--- src/rtl/pc_pkg.sv ---
// rtl/pc_pkg.sv - shared state encoding and sizing helper for period_chain
package pc_pkg;

  typedef enum logic [1:0] {
    IDLE = 2'd0,
    FILL = 2'd1,
    RUN  = 2'd2
  } pc_state_t;

  // Fill counter must hold STAGES-1; the extra bit keeps STAGES=1 legal.
  function automatic int fill_width(input int stages);
    return $clog2(stages) + 1;
  endfunction

endpackage

--- src/rtl/period_divider.sv ---
// rtl/period_divider.sv - programmable cycle divider with combinational fire
module period_divider #(
  parameter int PERIOD_W = 8
) (
  input  logic                clk,
  input  logic                reset,
  input  logic                clear,
  input  logic                enable,
  input  logic [PERIOD_W-1:0] period,
  output logic [PERIOD_W-1:0] cnt,
  output logic                fire
);

  logic [PERIOD_W-1:0] r_cnt;
  logic                w_active;

  assign w_active = enable && (period != '0);
  // >= rather than == so a period lowered below the running count fires at once
  assign fire     = w_active && (r_cnt >= (period - PERIOD_W'(1)));
  assign cnt      = r_cnt;

  always_ff @(posedge clk) begin
    if (reset || clear) begin
      r_cnt <= '0;
    end else if (w_active) begin
      r_cnt <= fire ? '0 : r_cnt + PERIOD_W'(1);
    end
  end

endmodule

--- src/rtl/period_chain.sv ---
// rtl/period_chain.sv - loadable periodic counter feeding an increment chain
module period_chain
  import pc_pkg::*;
#(
  parameter int WIDTH    = 32,
  parameter int STAGES   = 3,
  parameter int PERIOD_W = 8
) (
  input  logic                    clk,
  input  logic                    reset,
  input  logic                    load,
  input  logic [WIDTH-1:0]        load_val,
  input  logic                    run,
  input  logic [PERIOD_W-1:0]     period,
  output logic [STAGES*WIDTH-1:0] stage_out,
  output logic                    tick,
  output logic                    valid
);

  localparam int FILL_W = fill_width(STAGES);

  pc_state_t           r_state;
  pc_state_t           w_state_nxt;
  logic [FILL_W-1:0]   r_fill;
  logic [FILL_W-1:0]   w_fill_nxt;
  logic                r_valid;
  logic                w_valid_nxt;
  logic                r_tick;
  logic                w_fire;
  logic                w_div_en;
  logic [PERIOD_W-1:0] w_cnt;
  logic [WIDTH-1:0]    r_stage [STAGES];

  assign w_div_en = (r_state == RUN) && run;

  period_divider #(
    .PERIOD_W (PERIOD_W)
  ) u_div (
    .clk    (clk),
    .reset  (reset),
    .clear  (load),
    .enable (w_div_en),
    .period (period),
    .cnt    (w_cnt),
    .fire   (w_fire)
  );

  always_comb begin
    w_state_nxt = r_state;
    w_fill_nxt  = r_fill;
    w_valid_nxt = r_valid;
    if (load) begin
      if (STAGES > 1) begin
        w_state_nxt = FILL;
        w_fill_nxt  = FILL_W'(STAGES - 1);
        w_valid_nxt = 1'b0;
      end else begin
        w_state_nxt = RUN;
        w_fill_nxt  = '0;
        w_valid_nxt = 1'b1;
      end
    end else if (r_state == FILL) begin
      w_fill_nxt = r_fill - FILL_W'(1);
      if (r_fill <= FILL_W'(1)) begin
        w_fill_nxt  = '0;
        w_state_nxt = RUN;
        w_valid_nxt = 1'b1;
      end
    end
  end

  always_ff @(posedge clk) begin
    if (reset) begin
      r_state    <= IDLE;
      r_fill     <= '0;
      r_valid    <= 1'b0;
      r_tick     <= 1'b0;
      r_stage[0] <= '0;
    end else begin
      r_state <= w_state_nxt;
      r_fill  <= w_fill_nxt;
      r_valid <= w_valid_nxt;
      // load wins over a tick falling due in the same cycle
      r_tick  <= w_fire && !load;
      if (load) begin
        r_stage[0] <= load_val;
      end else if (w_fire) begin
        r_stage[0] <= r_stage[0] + WIDTH'(1);
      end
    end
  end

  genvar k;
  generate
    for (k = 1; k < STAGES; k++) begin : g_chain
      always_ff @(posedge clk) begin
        if (reset) begin
          r_stage[k] <= '0;
        end else begin
          r_stage[k] <= r_stage[k-1] + WIDTH'(1);
        end
      end
    end
    for (k = 0; k < STAGES; k++) begin : g_out
      assign stage_out[k*WIDTH +: WIDTH] = r_stage[k];
    end
  endgenerate

  assign tick  = r_tick;
  assign valid = r_valid;

endmodule

--- config.mk ---
export PLATFORM = sky130hd
export DESIGN_NAME = period_chain
export DESIGN_NICKNAME = d
export VERILOG_FILES = /design/src/rtl/pc_pkg.sv /design/src/rtl/period_divider.sv /design/src/rtl/period_chain.sv
export SDC_FILE = /design/constraint.sdc
export NUM_CORES = 1
export LEC_CHECK = 0
export ABC_AREA = 0
export CELL_PAD_IN_SITES_DETAIL_PLACEMENT = 0
export CELL_PAD_IN_SITES_GLOBAL_PLACEMENT = 1
export CORE_MARGIN = 5
export CORE_UTILIZATION = 36
export DETAILED_ROUTE_END_ITERATION = 8
export PLACE_DENSITY_LB_ADDON = 0.15
export SLEW_MARGIN = 30
export SYNTH_ARGS = -nofsm -noshare
export SYNTH_HDL_FRONTEND = slang
export SYNTH_SLANG_ARGS = --single-unit
--- constraint.sdc ---
create_clock -name clk -period 6.67 [get_ports clk]
set_input_delay 2.001 -clock clk [delete_from_list [all_inputs] [get_ports clk]]
set_output_delay 2.001 -clock clk [all_outputs]
set_load 0.02 [all_outputs]
==> summary.md <==
| Metric | Value |
|---|---|
| Slew Viols, Final | `0` |
| Ys async rst share | `0` |
| Slack of the critical path | `1.640 ns` |
| Status | `finished clean` |
| Net Count, Synth | `588` |
| Seq cells post-synth | `110` |
| Hold/Removal Path Class | `flop to flop` |
| Via count | `4083` |
| Max cap viols | `0` |
| Setup TNS | `0 ns` |
| Ys Warns | `0` |
| Detail Placement HPWL | `10100 um` |
| Largest family of logic cells by synthesized area | `simple AND/OR/NAND/NOR gates` |
| Sequential share of the synthesized area | `0.5037` |
| DR WL/cell | `15.29 um` |
| Remaining DRCs | `0` |
| Die width | `127.9 um` |
| Port Buf Inserts | `141` |
| Met2 usage | `0.2486` |
| Clk root buf | `clkbuf_16` |
| CTS tree | `done` |
| Synthesized cell area | `0.005007 mm^2` |
| CP Max Fanout | `23` |
| Fill cells | `1343` |
| Top Usage Layer GRT | `met2` |
| FMAX | `198.8 MHz` |
| Setup CP Type | `input pin to flop` |
| WP data required | `6.72 ns` |
| Via/cell ratio | `4.821` |
| Antenna violation net count after detailed routing | `0` |
| Initial Utilization | `0.3636` |
| Worst slew pin tran | `0.7379 ns` |
| I/O pins | `142` |
| # hold bufs at CTS | `0` |
| Post-synth EDFFs | `32` |
| Final worst path period share | `0.7542` |
| Cell Pwr Density | `219.0 mW/mm^2` |
| Post-Synth Simple-Gate Area | `0.2489` |
| Number of global-route vias before repair | `4037` |
| Final setup fails | `0` |
| RePlAce Congestion | `0.7930` |
| Core area | `0.01377 mm^2` |
| Layout Nets | `720` |
| Count of cell types in the netlist | `39` |
| Total Routed Length | `12950 um` |
| Overflow after GRT | `0` |
| Die Ht | `127.9 um` |
| Dpl ws | `1.212 ns` |
| GR Util met1 | `0.2214` |
| Xor/xnor share of the synthesized area | `0.1189` |
| CTS Sinks | `110` |
| GRT Util Overall | `0.1602` |
| CP Capture Type | `flop` |
| 1st-iter DRT viols | `316` |
| Initial antenna violation count | `0` |
| Antenna cells | `0` |
| RSZ-0062 raised after global routing | `false` |
| Final Hold Viols | `0` |
| Critical Path Start Type | `input pin` |
| Final Critical Period | `5.030 ns` |
| Post-CTS sizing | `0` |
| Synth Area in Compound Gates | `0.05822` |
| Synth Area in Adders | `0.03498` |
| First-pass GRT wire length | `20760 um` |
| Die Area | `0.01637 mm^2` |
| LEAKAGE | `2.500 nW` |
| Row cnt | `43` |
| Drt first pass iters | `4` |
| TritonCTS Buffers | `9` |
| H-tree levels | `3` |
| Area Growth Syn to Fin | `36.71%` |
| Layout cell share with drive strength beyond 1 | `0.04198` |
| Mux share of post-synthesis cell area | `0.003998` |
| Top_reg_cell synth | `dfxtp_1` |
| Clock Skews | `0.007293 ns` |
| CP Data Arrival Time | `5.08 ns` |
| VDD IR max | `0.1129 mV` |
| Met3 Use GR | `0.03750` |
| Post-CTS setup buffer count | `0` |
| Clock Latency Late Sink | `0.35 ns` |
| CTS Buffer Depth | `2` |
| Rel. slew slack | `0.5062` |
| Clock slew at reported path FFs | `0.07 ns` |
| Syn Inst Count | `530` |
| Largest net degree at the start of global routing | `72` |
| Mapped Avg Cell Area | `9.448 um^2` |
power by group:
part | internal (mW) | switching, mW | total (mW)
Clock | 0.254 | 0.248 | 0.502
Sequential | 0.727 | 0.0421 | 0.769
Combinational | 0.112 | 0.116 | 0.227
cell type report:
cell class / count / area, um^2 / area share
repair buffers: 143 / 1421 / 0.2076
clock buffers: 9 / 225.2 / 0.03290
flip-flops and latches: 110 / 2522 / 0.3685
well taps: 180 / 225.2 / 0.03290
multi-input cells: 383 / 2347 / 0.3429
clock inverters: 7 / 47.55 / 0.006946
inverters: 15 / 56.30 / 0.008225
final timing paths:
kind                               to  depth (start not counted)  slack (ns)                       from
min          r_stage[2][0]$_SDFF_PP0_                          1        0.49   r_stage[1][0]$_SDFF_PP0_
min reg2reg  r_stage[2][0]$_SDFF_PP0_                          1        0.49   r_stage[1][0]$_SDFF_PP0_
max          r_stage[0][14]$_DFFE_PP_                         10        1.64                  period[3]
max reg2reg  r_stage[0][16]$_DFFE_PP_                          6        4.08  u_div.cnt[2]$_SDFFE_PP0P_
cells in the mapped netlist (2+ instances only):
| cell | number | area share |
|---|---|---|
| a211oi_1 | 3 | 0.0045 |
| a21oi_1 | 10 | 0.010 |
| and2_1 | 6 | 0.0075 |
| and3_1 | 10 | 0.012 |
| and4_1 | 7 | 0.012 |
| buf_2 | 2 | 0.0020 |
| buf_4 | 4 | 0.0060 |
| clkbuf_1 | 15 | 0.011 |
| dfxtp_1 | 78 | 0.31 |
| edfxtp_1 | 32 | 0.19 |
| ha_1 | 14 | 0.035 |
| inv_1 | 15 | 0.011 |
| mux2i_1 | 2 | 0.0040 |
| nand2_1 | 57 | 0.043 |
| nand3_1 | 16 | 0.016 |
| nand4_1 | 19 | 0.024 |
| nand4b_1 | 2 | 0.0035 |
| nor2_1 | 85 | 0.064 |
| nor2b_1 | 4 | 0.0050 |
| nor3_1 | 10 | 0.010 |
| nor4_1 | 10 | 0.012 |
| nor4_4 | 3 | 0.013 |
| o21ai_0 | 36 | 0.036 |
| o21ai_1 | 3 | 0.0030 |
| or3_1 | 6 | 0.0075 |
| or4_1 | 2 | 0.0030 |
| xnor2_1 | 32 | 0.056 |
| xor2_1 | 36 | 0.063 |
registers in the layout (all words and copies together) (netlist names):
name       count
r_stage       96
u_div.cnt      8
r_fill         3
r_state        1
tick           1
valid          1
metal layers:
metal | up-vias | share of wire
met5 | - | 0
met4 | 0 | 0.014
met3 | 14 | 0.061
met2 | 113 | 0.45
met1 | 1868 | 0.48
li1 | 2088 | -
through the flow:
stage               total power [mW]  hold slack, ns  std cells  utilization  instance area [um^2]
floorplan                     0.8829          0.4803        530            -                  5007
global placement               1.011          0.4849        831       0.4768                  6568
detailed placement             1.014          0.4829        831       0.4772                  6573
CTS                            1.516          0.4977        847       0.4970                  6845
global route                   1.566          0.5337        847       0.4970                  6845
finish                         1.499          0.4856        847       0.4970                  6845
cells in the final DEF (no fill, tap or decap), types with 2 or more instances in the layout:
master	count
nor4_4	3
nor3_1	10
and4_1	7
a21oi_1	10
o21ai_0	36
dfxtp_1	78
clkdlybuf4s50_1	140
clkinv_4	2
and2_1	6
edfxtp_1	32
or3_1	6
nand4_1	19
nor2b_1	3
nand2_1	57
clkinv_2	3
xnor2_1	32
xor2_1	36
ha_1	14
a211oi_1	3
buf_4	2
nor2_1	85
nand4b_1	2
mux2i_1	2
nand3_1	16
clkbuf_16	9
o21ai_1	2
and3_1	10
or4_1	2
inv_1	15
nor4_1	10
worst max-delay path: stages:
cell and delay (ns):
clkdlybuf4s50_1 0.47, or4_1 0.60, nor4_1 0.27, xnor2_1 0.12
ha_1 0.29, nand4_1 0.09, nor2_1 0.12, a211oi_1 0.12
o21ai_4 0.63, buf_4 0.36
cell families after synthesis:
family,after synthesis
flops,110
xor+xnor,68
mux,2
simple gates,244
compound gates,55
fa+ha+maj,14
buf+inv,37
(Power assumes the default switching activity.)
